[config.mk]
export PLATFORM = sky130hd
export DESIGN_NAME = regfile_2r1w_flat
export DESIGN_NICKNAME = d
export VERILOG_FILES = /design/src/rtl/regfile_2r1w_if.sv /design/src/rtl/regfile_2r1w.sv /design/src/flat_wrapper.sv
export SDC_FILE = /design/constraint.sdc
export NUM_CORES = 1
export LEC_CHECK = 0
export ABC_CLOCK_PERIOD_IN_PS = 1700
export CAP_MARGIN = 20
export CORE_ASPECT_RATIO = 2
export CORE_MARGIN = 4
export CORE_UTILIZATION = 38
export CTS_BUF_LIST = sky130_fd_sc_hd__clkbuf_2
export DETAILED_ROUTE_END_ITERATION = 6
export GPL_ROUTABILITY_DRIVEN = 1
export PLACE_DENSITY = 0.69
export SETUP_SLACK_MARGIN = 0.4
export SLEW_MARGIN = 40
export SYNTH_ARGS = -nofsm -noshare
export SYNTH_HDL_FRONTEND = slang
export SYNTH_SLANG_ARGS = --single-unit
[constraint.sdc]
create_clock -name clk -period 1.7 [get_ports clk]
set_input_delay 0.34 -clock clk [delete_from_list [all_inputs] [get_ports clk]]
set_output_delay 0.34 -clock clk [all_outputs]
set_load 0.01 [all_outputs]
[src/rtl/regfile_2r1w_if.sv]
// regfile_2r1w_if: port bundle for the 2-read/1-write register file.
// The decode side drives addresses and write data; the file returns read data and busy.

interface regfile_2r1w_if #(
    parameter int WIDTH  = 16,
    parameter int ADDR_W = 3
);

    logic              wr_en;
    logic [ADDR_W-1:0] wr_addr;
    logic [WIDTH-1:0]  wr_data;
    logic [ADDR_W-1:0] rd_addr_a;
    logic [ADDR_W-1:0] rd_addr_b;
    logic [WIDTH-1:0]  rd_data_a;
    logic [WIDTH-1:0]  rd_data_b;
    logic              clr_req;
    logic              busy;

    modport master (
        output wr_en,
        output wr_addr,
        output wr_data,
        output rd_addr_a,
        output rd_addr_b,
        output clr_req,
        input  rd_data_a,
        input  rd_data_b,
        input  busy
    );

    modport slave (
        input  wr_en,
        input  wr_addr,
        input  wr_data,
        input  rd_addr_a,
        input  rd_addr_b,
        input  clr_req,
        output rd_data_a,
        output rd_data_b,
        output busy
    );

endinterface

[src/rtl/regfile_2r1w.sv]
// regfile_2r1w: DEPTH x WIDTH register file, two registered read ports,
// one write port with same-cycle forwarding, optional zero reg 0, bulk clear.

module regfile_2r1w #(
    parameter int WIDTH     = 16,
    parameter int DEPTH     = 8,
    parameter int ZERO_REG0 = 0
) (
    input  logic           clk,
    input  logic           rst_n,
    regfile_2r1w_if.slave  bus
);

    localparam int ADDR_W = $clog2(DEPTH);

    localparam logic [ADDR_W:0]   DEPTH_C = (ADDR_W+1)'(DEPTH);
    localparam logic [ADDR_W-1:0] LAST_C  = ADDR_W'(DEPTH - 1);
    localparam bit                ZERO_C  = (ZERO_REG0 != 0);

    typedef enum logic {
        IDLE  = 1'b0,
        CLEAR = 1'b1
    } state_t;

    state_t            state;
    logic [ADDR_W-1:0] cnt;
    logic              busy_q;
    logic [WIDTH-1:0]  mem [DEPTH];
    logic [WIDTH-1:0]  rd_a_q;
    logic [WIDTH-1:0]  rd_b_q;

    logic              wr_ok;
    logic              a_ok;
    logic              b_ok;
    logic [WIDTH-1:0]  sel_a;
    logic [WIDTH-1:0]  sel_b;

    // Qualify the write and both read addresses against range and reg 0.
    always_comb begin
        wr_ok = bus.wr_en
              && (state == IDLE)
              && ({1'b0, bus.wr_addr} < DEPTH_C)
              && !(ZERO_C && (bus.wr_addr == '0));
        a_ok  = ({1'b0, bus.rd_addr_a} < DEPTH_C)
              && !(ZERO_C && (bus.rd_addr_a == '0));
        b_ok  = ({1'b0, bus.rd_addr_b} < DEPTH_C)
              && !(ZERO_C && (bus.rd_addr_b == '0));
    end

    // Read selection: zero when out of range, forwarded data on a hit, else storage.
    always_comb begin
        sel_a = '0;
        sel_b = '0;
        if (a_ok) begin
            if (wr_ok && (bus.wr_addr == bus.rd_addr_a)) begin
                sel_a = bus.wr_data;
            end else begin
                sel_a = mem[bus.rd_addr_a];
            end
        end
        if (b_ok) begin
            if (wr_ok && (bus.wr_addr == bus.rd_addr_b)) begin
                sel_b = bus.wr_data;
            end else begin
                sel_b = mem[bus.rd_addr_b];
            end
        end
    end

    // Clear sequencer: one register per edge, busy registered alongside state.
    always_ff @(posedge clk or negedge rst_n) begin
        if (!rst_n) begin
            state  <= IDLE;
            cnt    <= '0;
            busy_q <= 1'b0;
        end else begin
            unique case (state)
                IDLE: begin
                    if (bus.clr_req) begin
                        state  <= CLEAR;
                        cnt    <= '0;
                        busy_q <= 1'b1;
                    end
                end
                CLEAR: begin
                    if (cnt == LAST_C) begin
                        state  <= IDLE;
                        cnt    <= '0;
                        busy_q <= 1'b0;
                    end else begin
                        cnt <= cnt + 1'b1;
                    end
                end
                default: begin
                    state  <= IDLE;
                    cnt    <= '0;
                    busy_q <= 1'b0;
                end
            endcase
        end
    end

    // Storage: clear engine owns the array while busy, otherwise accepted writes land.
    always_ff @(posedge clk or negedge rst_n) begin
        if (!rst_n) begin
            for (int i = 0; i < DEPTH; i++) begin
                mem[i] <= '0;
            end
        end else if (state == CLEAR) begin
            mem[cnt] <= '0;
        end else if (wr_ok) begin
            mem[bus.wr_addr] <= bus.wr_data;
        end
    end

    // Registered read ports.
    always_ff @(posedge clk or negedge rst_n) begin
        if (!rst_n) begin
            rd_a_q <= '0;
            rd_b_q <= '0;
        end else begin
            rd_a_q <= sel_a;
            rd_b_q <= sel_b;
        end
    end

    assign bus.rd_data_a = rd_a_q;
    assign bus.rd_data_b = rd_b_q;
    assign bus.busy      = busy_q;

endmodule

[src/flat_wrapper.sv]
// flat-port wrapper written by rule: the top's interface ports become plain ports
module regfile_2r1w_flat 
#(
    parameter int WIDTH     = 16,
    parameter int DEPTH     = 8,
    parameter int ZERO_REG0 = 0
)
  (clk, rst_n, bus_wr_en, bus_wr_addr, bus_wr_data, bus_rd_addr_a, bus_rd_addr_b, bus_clr_req, bus_rd_data_a, bus_rd_data_b, bus_busy);
  regfile_2r1w_if #(.WIDTH(WIDTH), .ADDR_W(3)) bus_i ();
  input  logic clk;
  input  logic rst_n;
  input wire logic [$bits(bus_i.wr_en)-1:0] bus_wr_en;
  input wire logic [$bits(bus_i.wr_addr)-1:0] bus_wr_addr;
  input wire logic [$bits(bus_i.wr_data)-1:0] bus_wr_data;
  input wire logic [$bits(bus_i.rd_addr_a)-1:0] bus_rd_addr_a;
  input wire logic [$bits(bus_i.rd_addr_b)-1:0] bus_rd_addr_b;
  input wire logic [$bits(bus_i.clr_req)-1:0] bus_clr_req;
  output wire logic [$bits(bus_i.rd_data_a)-1:0] bus_rd_data_a;
  output wire logic [$bits(bus_i.rd_data_b)-1:0] bus_rd_data_b;
  output wire logic [$bits(bus_i.busy)-1:0] bus_busy;
  assign bus_i.wr_en = bus_wr_en;
  assign bus_i.wr_addr = bus_wr_addr;
  assign bus_i.wr_data = bus_wr_data;
  assign bus_i.rd_addr_a = bus_rd_addr_a;
  assign bus_i.rd_addr_b = bus_rd_addr_b;
  assign bus_i.clr_req = bus_clr_req;
  assign bus_rd_data_a = bus_i.rd_data_a;
  assign bus_rd_data_b = bus_i.rd_data_b;
  assign bus_busy = bus_i.busy;
  regfile_2r1w #(.WIDTH(WIDTH), .DEPTH(DEPTH), .ZERO_REG0(ZERO_REG0)) u_core (.clk(clk), .rst_n(rst_n), .bus(bus_i));
endmodule
; ---- After elaboration in Yosys (flattened, before gate mapping)
; Index checks and enable logic that the tools add are counted.
[word_totals]
wordCells = 63
output_inout_bits = 33
reg_bits = 165
input_bits = 29
[op_classes]
reduce_logical = 7
eq_ne = 5
order_cmp = 6
n_addsub = 1
n_bitwise = 7
muxes = 24
[ops]
columns = operator, n
row1 = $mux 128, 2
row2 = $and 128x128->128, 1
row3 = $bwmux 128, 1
row4 = $mux 16, 8
row5 = $not 128->128, 1
row6 = $bmux 16 s3, 2
row7 = $demux 16 s3, 2
row8 = $ge 4x4->1 const B, 4
row9 = $not 3->4, 4
row10 = $lt 4x1->1 const B, 2
row11 = $eq 3x3->1, 2
row12 = $mux 3, 2
row13 = $pmux 3 s2, 1
row14 = $logic_and 1x1->1, 5
row15 = $mux 1, 4
row16 = $ne 2x2->1 const B, 2
row17 = $pmux 1 s2, 2
row18 = $add 3x1->3 const B, 1
row19 = $eq 3x3->1 const B, 1
row20 = $reduce_and 2->1, 1
row21 = $reduce_bool 2->1, 1
row22 = $not 1->1, 1

; ---- Logic depth before layout (Yosys ltp)
; Gate-level depths: netlist of the first run.
[depth]
ltp_word = 8
depth_mapped = 6
depth_no_buf = 5

; ---- Least setup slack after synthesis of the first run
; No wires, ideal clock.
[synth_path]
kind = input-to-reg
start = input bus_rd_addr_b[1]
end = register u_core.rd_b_q[0] (netlist: u_core.bus.rd_data_b[0])
setup_time_ps = 125
arrival_ps = 1735
slack_ps = -160
path_buffers = 2
t_required_ps = 1575
cell_stages = 5
cell_sequence = clkbuf_1 -> clkbuf_1 -> mux4_2 -> mux2_2 -> mux2_2
[synth_between]
elab_chain_cells = 5
word_cells_on_any_way = 7
cone_classes = eq/ne: 1 / mux: 4 / bitwise: 1 / reduce/logical: 1
[synth_lines]
columns = element, line_no
row1 = start: declaration, flat_wrapper.sv:16  ; input wire logic [$bits(bus_i.rd_addr_b)-1:0] bus_rd_addr_b;
row2 = $not 3->4 (implied by the code), regfile_2r1w.sv:65  ; sel_b = mem[bus.rd_addr_b];
row3 = $bmux 16 s3, regfile_2r1w.sv:65
row4 = $mux 16 (implied by the code) (2 in series), regfile_2r1w.sv:65
row5 = $mux 16 (*), regfile_2r1w.sv:62  ; if (wr_ok && (bus.wr_addr == bus.rd_addr_b)) begin
row6 = via u_core.sel_b[0], regfile_2r1w.sv:36  ; logic [WIDTH-1:0] sel_b;
row7 = end signal: assignment, regfile_2r1w.sv:123  ; rd_b_q <= sel_b;
row8 = end: declaration, regfile_2r1w.sv:30  ; logic [WIDTH-1:0] rd_b_q;
; Mark *: on every way through the listed nets, which the timed path passes. The rest lies on a longest branch. The select of a mux whose other input is x is not followed.
; A chain may end at the register's enable or synchronous reset.

; ---- Final worst setup path of the first run
[layout_path]
start = register u_core.state
end = register u_core.mem[127] (netlist bit)
[layout_between]
elab_chain_cells = 3
word_cells_on_any_way = 4
cone_classes = mux: 1 / bitwise: 1 / reduce/logical: 2
[layout_lines]
columns = element, line_no
row1 = start: declaration, regfile_2r1w.sv:25  ; state_t state;
row2 = start signal: assignment, regfile_2r1w.sv:73  ; state <= IDLE;
row3 = start signal: assignment, regfile_2r1w.sv:80  ; state <= CLEAR;
row4 = start signal: assignment, regfile_2r1w.sv:87  ; state <= IDLE;
row5 = $not 1->1, regfile_2r1w.sv:41  ; && (state == IDLE)
row6 = $logic_and 1x1->1, regfile_2r1w.sv:41
row7 = $reduce_bool 2->1 (no line), -
row8 = end signal: indexed assignment, regfile_2r1w.sv:112  ; mem[bus.wr_addr] <= bus.wr_data;
row9 = end: declaration, regfile_2r1w.sv:28  ; logic [WIDTH-1:0] mem [DEPTH];
; Several ways; a longest one is shown, not always the timed one.

==> results list, run 1 <==
* Critical path peak fanout: 8
- TritonCTS built the clock tree.
- Post-CTS clock slew at the launch and capture registers of the worst setup and hold paths: ~230 ps
- Reg2Reg Depth: 6
- The cell family contributing the most delay on the critical path is simple AND/OR/NAND/NOR gates.
* Share of the yosys chip area belonging to registers: 0.4900
- Post-DP HPWL: 16,100 um
* Cells along the critical path: buf_6 > or3b_4 > buf_12 > nor3_4 > buf_6 > a22o_1
- The count of pins over their slew limit came to 0.
* Number of instances in the synthesized netlist: ~540
* Area growth from synthesis to final layout: 26.95%
- Entering global routing, the biggest net connects 50 pins.
* Global-route wire length before repair: 40,420 um
- Setup repair after global routing could not meet its margin everywhere.
- In the finished design, the share of the clock period the worst path needs comes to 1.055.
* Most frequent CP cell: buf_6
- F_max: roughly 560 MHz
- The endpoint identified for the worst register-to-register timing path is u_core.mem[127].
- Critical path destination: u_core.mem[127]
* Placeable Area: 21,680 sq um
* Fill cell total of the finished layout: between 1,500 and 2,000
- For this block, the initial DRC count from the detailed router was 530.
- After the flow finishes, the layout carries non-filler instances totaling about 950.
* Crit Path Category: reg2reg
- Synthesis produced a netlist with a net count of 572.
* H-tree depth: 4
- Signal arrival time at the worst endpoint: about 2600 ps
- The largest single stage delay on the critical path is 490 ps.
- The checks that failed: negative setup slack.
- Class of the worst hold path: in2reg
- The tree is rooted in a clkbuf_2.
* Total of flip-flops plus latches after synthesis: around 170
- After detailed routing, the total wire length is approximately 26,000 um.
* Pre-Repair DR Iteration Count: 5
* Pin slew with the least headroom to its limit: about 570 ps
- Ratio of routed vias to standard cells: about 6.3
* Worst setup margin: -93.77 ps
- Commonest cells post-synth: dfrtp_1, a22o_1, mux4_1, mux2_2, mux2_4
- Clock insertion delay at the later pin of the skew report: 810 ps
- Total number of placement rows: 76
- Post-synth cell types: 36
- Critical-path cell with the highest stage delay: dfrtp_2
* IO Count: 62
- Initial antenna violation count: 2
* DRC viols: 0
* Number of vias in the routed layout: ~6,000
- Counting tap cells, the placed design contains a total of around 900 instances.
- STA classifies the critical path startpoint as a flop.
- Die height: about 220 um
- The critical path contains buffers and inverters numbering 3 combined.
- Worst EP required: between 2000 and 2500 ps
- Result of the run: finished with violations
* Number of logic stages on the critical path including buffering: 6
- For this configuration, the core starts out at a cell density of 0.3887.
- In this run the deepest clock path goes through 2 buffers.
* Vias in the first global route: about 6,600
* Total grt overflow: 0
- Counting flops with an async set or reset pin after synthesis yields a share of 1.000.
- Final net count: between 600 and 700
* Remaining number of nets flagged by the antenna check after routing: 0
- Area share of the largest cell type after synthesis: 0.4900
- Cell Pwr Density: between 1000 and 1500 nW/um^2
- Across all register-to-register paths, the minimum setup slack is -90 ps.
- Largest clock skew in the final design: 33.26 ps
- Number of enable-type register cells in the synthesized netlist: 0
* Pre-CTS setup slack: -485.2 ps
- Dominant synthesized flop cell: dfrtp_1
* Top cells by area in the synthesized netlist: dfrtp_1, a22o_1, mux4_1
* Final number of setup-violating endpoints: between 50 and 60
- Most frequent cell after synthesis: dfrtp_1
- After layout, the minimum clock period comes to approximately 1800 ps.
* Number of max-capacitance violations reported: 0
* Critical path endpoint category: flop
* Post-synthesis cell area: about 8400 sq um
* Yosys warning total: 0
- Number of hold violations in the final report: 0
- Routability-driven placement finished with a final weighted congestion of around 0.82.
- Worst slew margin relative to its limit: 0.6207
- Port bufs: 61
* Mean area per synthesized cell: 15.58 sq um
- Worst R2R Start: u_core.state
* Yosys top cell by area: dfrtp_1
- In this run the horizontal extent of the chip is ~110 um.
- In the final layout, the share of cells above drive strength 1 is 0.4772.
- Overall Global Routing Usage: 0.2201
- WL/cell: between 20 and 30 um
* Num CTS Buffers: 17
- # clock sinks: between 150 and 200
* IR Drop Worst-Case VDD: between 1 and 1.5 mV
- Floorplan die area: 24,770 sq um
- Tracing the worst setup path back leads to its startpoint at u_core.state.
- For this design the static power due to leakage is ~5 nW.
## layer usage
metal  share of wire  up-vias  wire, um  global-route usage
li1                -     2408         -                   -
met1            0.34     3164      8888              0.2389
met2            0.53      351     13790              0.3793
met3           0.063      112      1646             0.04932
met4           0.072        0      1885              0.1460
met5               0        -         0                   0
## area by class of cell
class,instances,area [sq um],share of cell area
multi-input combinational,314,4038,0.3774
clock buffer,18,90.09,0.008421
antenna,1,2.502,0.0002339
inverter,3,11.26,0.001053
sequential,165,4131,0.3862
clock inverter,14,158.9,0.01485
tap,273,341.6,0.03193
timing repair buffer,165,1924,0.1799
## metrics by stage
stage / hold WS [ps] / cell area [sq um] / power [mW] / setup TNS, ps / utilization
2_1_floorplan: 44.41 / 8578 / 8.746 / 0 / -
3_3_place_gp: 277.3 / 9867 / 10.52 / -45310 / 0.4551
3_5_place_dp: 284.1 / 9867 / 10.76 / -48990 / 0.4551
4_1_cts: 138.3 / 10610 / 13.77 / -2221 / 0.4894
5_1_grt: 135.1 / 10700 / 14.51 / -5394 / 0.4934
6_report: 163.6 / 10700 / 13.94 / -1648 / 0.4934
## sequential cells by signal, summed over array words and instances, names as in the netlist
signal                count
u_core.cnt                3
u_core.bus.rd_data_a     16
u_core.bus.busy           1
u_core.mem              128
u_core.bus.rd_data_b     16
u_core.state              1
## worst min-delay path by stage
stage | slack [ps] | end | startpoint | cells after the start
3_5_place_dp | 280 | u_core.mem[17] | rst_n | 1
6_report | 160 | u_core.cnt[1] | bus_clr_req | 2
5_1_grt | 140 | u_core.cnt[2] | bus_clr_req | 2
4_1_cts | 140 | u_core.cnt[2] | bus_clr_req | 2
3_3_place_gp | 280 | u_core.bus.rd_data_b[1] | rst_n | 1
2_1_floorplan | 40 | u_core.bus.busy | rst_n | 0
## what timing repair did
action,CTS,global route
setup buffers,26,1
hold buffers,2,0
pin swaps,41,46
endpoints found under the setup margin,197,195
hold endpoints to repair,165,0
cloned,8,1
gates resized for setup,191,14
## kinds of logic after synthesis
logic type / count (synthesis) / synth area share
AO/OA/AOI/OAI: 140 / 0.1412
XOR/XNOR: 6 / 0.006236
AND/OR/NAND/NOR: 37 / 0.02747
buffers and inverters: 62 / 0.04543
adder cells (fa/ha/maj): 2 / 0.002969
flip-flops: 165 / 0.4900
multiplexers: 129 / 0.2867
## report_power, final
part	internal [mW]	leakage (nW)	total [mW]	switching [mW]
logic	3.32	2.60	5.80	2.48
registers	5.02	2.26	5.88	0.863
clock network	0.821	0.153	2.26	1.44
## cells in the final DEF (no fill, tap or decap), types with 18 or more instances in the layout
master,netlist,routed
buf_4,2,38
dfrtp_1,165,163
a22o_1,128,128
mux2_4,23,32
clkdlybuf4s50_1,0,25
buf_6,4,26
clkbuf_2,0,18
buf_12,6,33
buf_2,12,30
mux4_2,22,63
mux2_2,41,32
(Power assumes the default switching activity.)
==> run 2: changes to the inputs <==
--- a/config.mk
+++ b/config.mk
@@ -6,9 +6,8 @@
 export NUM_CORES = 1
 export LEC_CHECK = 0
 export ABC_CLOCK_PERIOD_IN_PS = 1700
-export CAP_MARGIN = 20
+export CAP_MARGIN = 5
 export CORE_ASPECT_RATIO = 2
-export CORE_MARGIN = 4
 export CORE_UTILIZATION = 38
 export CTS_BUF_LIST = sky130_fd_sc_hd__clkbuf_2
 export DETAILED_ROUTE_END_ITERATION = 6
==> run 2 against run 1 <==
Effect of this change: register-to-register slack gained 110 ps; critical endpoint is now bus_rd_data_a[15]; clock-buffer cell count stayed put; core utilization increased by 0.45 points; clock skew is 13 ps higher; largest power group is now combinational logic; highest routed layer unchanged; die area shrank 7.9%; sequential power is essentially flat; the flow still finishes with violations (negative setup slack); largest cell class is now multi-input combinational cells.
==> results list, run 2 (synthesis gave the netlist of run 1 again) <==
- The number of input and output port buffers inserted came to 61 (unchanged).
- Post-CTS clock slew at the launch and capture registers of the worst setup and hold paths: 270 ps (was 230 ps)
- The worst-case setup margin in the final layout is -88.65 ps (was -93.77 ps).
* Result of the run: finished with violations (unchanged)
* Reported leakage power: 5.123 nW (was 5.015 nW)
- WL/cell: 27.00 um (was 27.50 um)
* Global-route wire length before repair: 39,050 um (was 40,420 um)
- The depth of the CTS H-tree was 4 (unchanged).
* Pre-Repair DR Iteration Count: 6 (was 5)
- The detailed-placement wirelength estimate came to 15,870 um (was 16,100 um).
- The total power after layout was 14.35 mW (was 13.94 mW).
- Crit Path Category: reg2out (was reg2reg)
- The global routing met2 resource utilization came to 0.4073 (was 0.3793).
- The per-cell via count in the routed design came to 6.285 (was 6.333).
- The final wirelength was 25,920 um (was 26,210 um).
- Area growth from synthesis to final layout: 28.11% (was 26.95%)
- Worst EP required: 1360 ps (was 2460 ps)
* Pin count of the biggest net entering global routing: 47 (was 50)
- The via count of the first global-routing pass is 6,470 (was 6,617).
- The hold violation count in the final report was 0 (unchanged).
- The worst slack on hold paths was 221.1 ps (was 163.6 ps).
- IO Count: 62 (unchanged)
- Die height: 212.6 um (was 218.6 um)
* First DRT Iteration DRCs: 556 (was 530)
* Dpl cell area: 9819 sq um (was 9867 sq um)
* Highest cell delay on the worst timing path: 490 ps (about the same)
- The share of the cycle needed by the critical path after routing was 1.052 (was 1.055).
* Effective utilization at floorplan: 0.3887 (unchanged)
- Critical path endpoint category: output port (was flop)
- Number of buffers on the longest clock path: 2 (unchanged)
- Highest-count cells in the layout ignoring fill and taps: dfrtp_1, a22o_1, mux4_2 (unchanged)
- Total grt overflow: 0 (unchanged)
- Category of the worst setup path launch point: flop (unchanged)
* Share of final-layout standard cells stronger than drive strength 1: 0.4942 (was 0.4772)
- RSZ-0062 raised after global routing: yes (unchanged).
- The post-route clock skew was 46.34 ps (was 33.26 ps).
- Setup TNS Final: -247.7 ps (was -1648 ps)
- The final critical path time including I/O delays and setup was 1789 ps (was 1794 ps).
- Cell Pwr Density: 1329 nW/um^2 (was 1303 nW/um^2)
- The number of vias in the routed layout is 6,034 (was 6,035).
* Total number of placement rows: 76 (unchanged)
* Non-filler cells in the finished layout: 960 (was 953)
- Root buffer cell: clkbuf_2 (unchanged)
* Met1 Resource Use GR: 0.2593 (was 0.2389)
* Final net count: 704 (was 697)
* Placeable Area: 21,680 sq um (unchanged)
- The routability congestion estimate is 0.8274 (was 0.8224).
- The number of nets still failing antenna checks after routing came to 0 (unchanged).
* Overall Global Routing Usage: 0.2381 (was 0.2201)
- The worst relative slew slack was 0.6255 (was 0.6207).
- Crit path buf inv count: 1 (was 3)
- Cells along the critical path: buf_2 (was buf_6 > or3b_4 > buf_12 > nor3_4 > buf_6 > a22o_1).
* # clock sinks: 165 (unchanged)
- The most common cell after layout, fill and taps aside is dfrtp_1 (unchanged).
* Fill cell total of the finished layout: 1,820 (was 1,848)
* Number of max-capacitance violations reported: 0 (unchanged)
- The final setup violation count is 7 (was 54).
- The number of clock buffers inserted by TritonCTS was 17 (unchanged).
* Flip-flop count of the largest register after layout: 128 (unchanged)
* Largest reg by FF count: u_core.mem (unchanged)
* Signal arrival time at the worst endpoint: 1450 ps (was 2560 ps)
* Class of the worst hold path: in2reg (unchanged)
- Failing checks: negative setup slack (unchanged)
- Critical-path cell with the highest stage delay: dfrtp_1 (was dfrtp_2)
* Pin slew with the least headroom to its limit: 560.0 ps (was 569.0 ps)
- Initial antenna violation count: 1 (was 2)
- The maximum fanout along the worst path was 1 (was 8).
- The busiest layer in global routing was met2 (unchanged).
- DRC viols: 0 (unchanged)
* F_max: 559.1 MHz (was 557.5 MHz)
- Clock insertion delay at the later pin of the skew report: 800 ps (was 810 ps)
- TritonCTS clock tree: built (unchanged)
- The category of cells accounting for the largest share of critical-path delay is flip-flops (was simple AND/OR/NAND/NOR gates).
* Die outline width: 107.3 um (was 113.3 um)
* IR Drop Worst-Case VDD: 0.8771 mV (was 1.104 mV)
- Floorplan die area: 22,810 sq um (was 24,770 sq um)
* Number of pins with negative max-slew slack in the final report: 0 (unchanged)
* Number of cells in the design after placement: 879 (was 882)
* Met3 Usage GRT: 0.04660 (was 0.04932)
- Cell area after layout: 10,800 sq um (was 10,700 sq um)
-- run 2: cell types whose count changed in the layout (fill, tap and decap cells not counted), moves of 4 or more --
cell	delta
mux2_2	-22
buf_12	-4
buf_6	-5
buf_4	+19
mux2_4	+22
-- run 2: worst paths after layout --
check | start | depth (start not counted) | slack [ps] | to
worst max-delay path | u_core.bus.rd_data_a[15] | 1 | -90 | bus_rd_data_a[15]
worst min-delay path | bus_clr_req | 2 | 220 | u_core.cnt[1]
worst max register to register | u_core.state | 7 | 20 | u_core.mem[27]
worst min register to register | u_core.mem[6] | 1 | 550 | u_core.mem[6]
max in group asynchronous | rst_n | 4 | 490 | u_core.cnt[0]
min in group asynchronous | rst_n | 3 | 530 | u_core.bus.rd_data_a[3]
-- run 2: worst reg2reg max path: stages, from the launching register on --
cell and delay (ps):
dfrtp_2 450, buf_6 150, buf_6 110, and3b_2 230, buf_12 140, a21oi_4 220, clkbuf_16 230, a22o_1 130
-- run 2: stage by stage --
| step | setup slack, ps | utilization |
|---|---|---|
| after global placement | -428.0 | 0.4529 |
| after CTS | -156.6 | 0.4881 |
| final | -88.65 | 0.4979 |
| after global routing | -185.7 | 0.4979 |
| after detailed placement | -436.4 | 0.4529 |
| after floorplan | 9.603 | - |
-- run 2: where the power goes --
| group | switching (mW) | internal, mW |
|---|---|---|
| Clock | 1.48 | 0.994 |
| Combinational | 2.52 | 3.47 |
| Sequential | 0.865 | 5.02 |
-- run 2: cell type report --
type / instances / area (sq um) / share of cell area
multi-input combinational: 314 / 4146 / 0.3841
sequential: 165 / 4133 / 0.3828
timing repair buffer: 172 / 1872 / 0.1734
tap: 273 / 341.6 / 0.03164
clock inverter: 14 / 198.9 / 0.01843
clock buffer: 18 / 90.09 / 0.008345
inverter: 3 / 11.26 / 0.001043
antenna: 1 / 2.502 / 0.0002318
-- run 2: timing repair --
action                                  4_1_cts  5_1_grt
endpoints found under the hold margin       165        0
buffers inserted                             26       14
hold buffers                                  2        0
pin swaps                                    44        9
gates resized for setup                     205       25
endpoints found under the setup margin      195      202
cloned                                        6        0
-- run 2: metal layers --
| layer | vias up | share of wire |
|---|---|---|
| li1 | 2412 | - |
| met2 | 327 | 0.53 |
| met3 | 99 | 0.061 |
| met5 | - | 0 |
| met4 | 0 | 0.064 |
| met1 | 3196 | 0.34 |
==> run 3: changes to the inputs <==
--- a/config.mk
+++ b/config.mk
@@ -12,6 +12,7 @@
 export CTS_BUF_LIST = sky130_fd_sc_hd__clkbuf_2
 export DETAILED_ROUTE_END_ITERATION = 6
 export GPL_ROUTABILITY_DRIVEN = 1
+export GPL_TIMING_DRIVEN = 1
 export PLACE_DENSITY = 0.69
 export SETUP_SLACK_MARGIN = 0.4
 export SLEW_MARGIN = 40
==> results of run 3 <==
Final layout, timing and power as in run 2 (identical DEF).
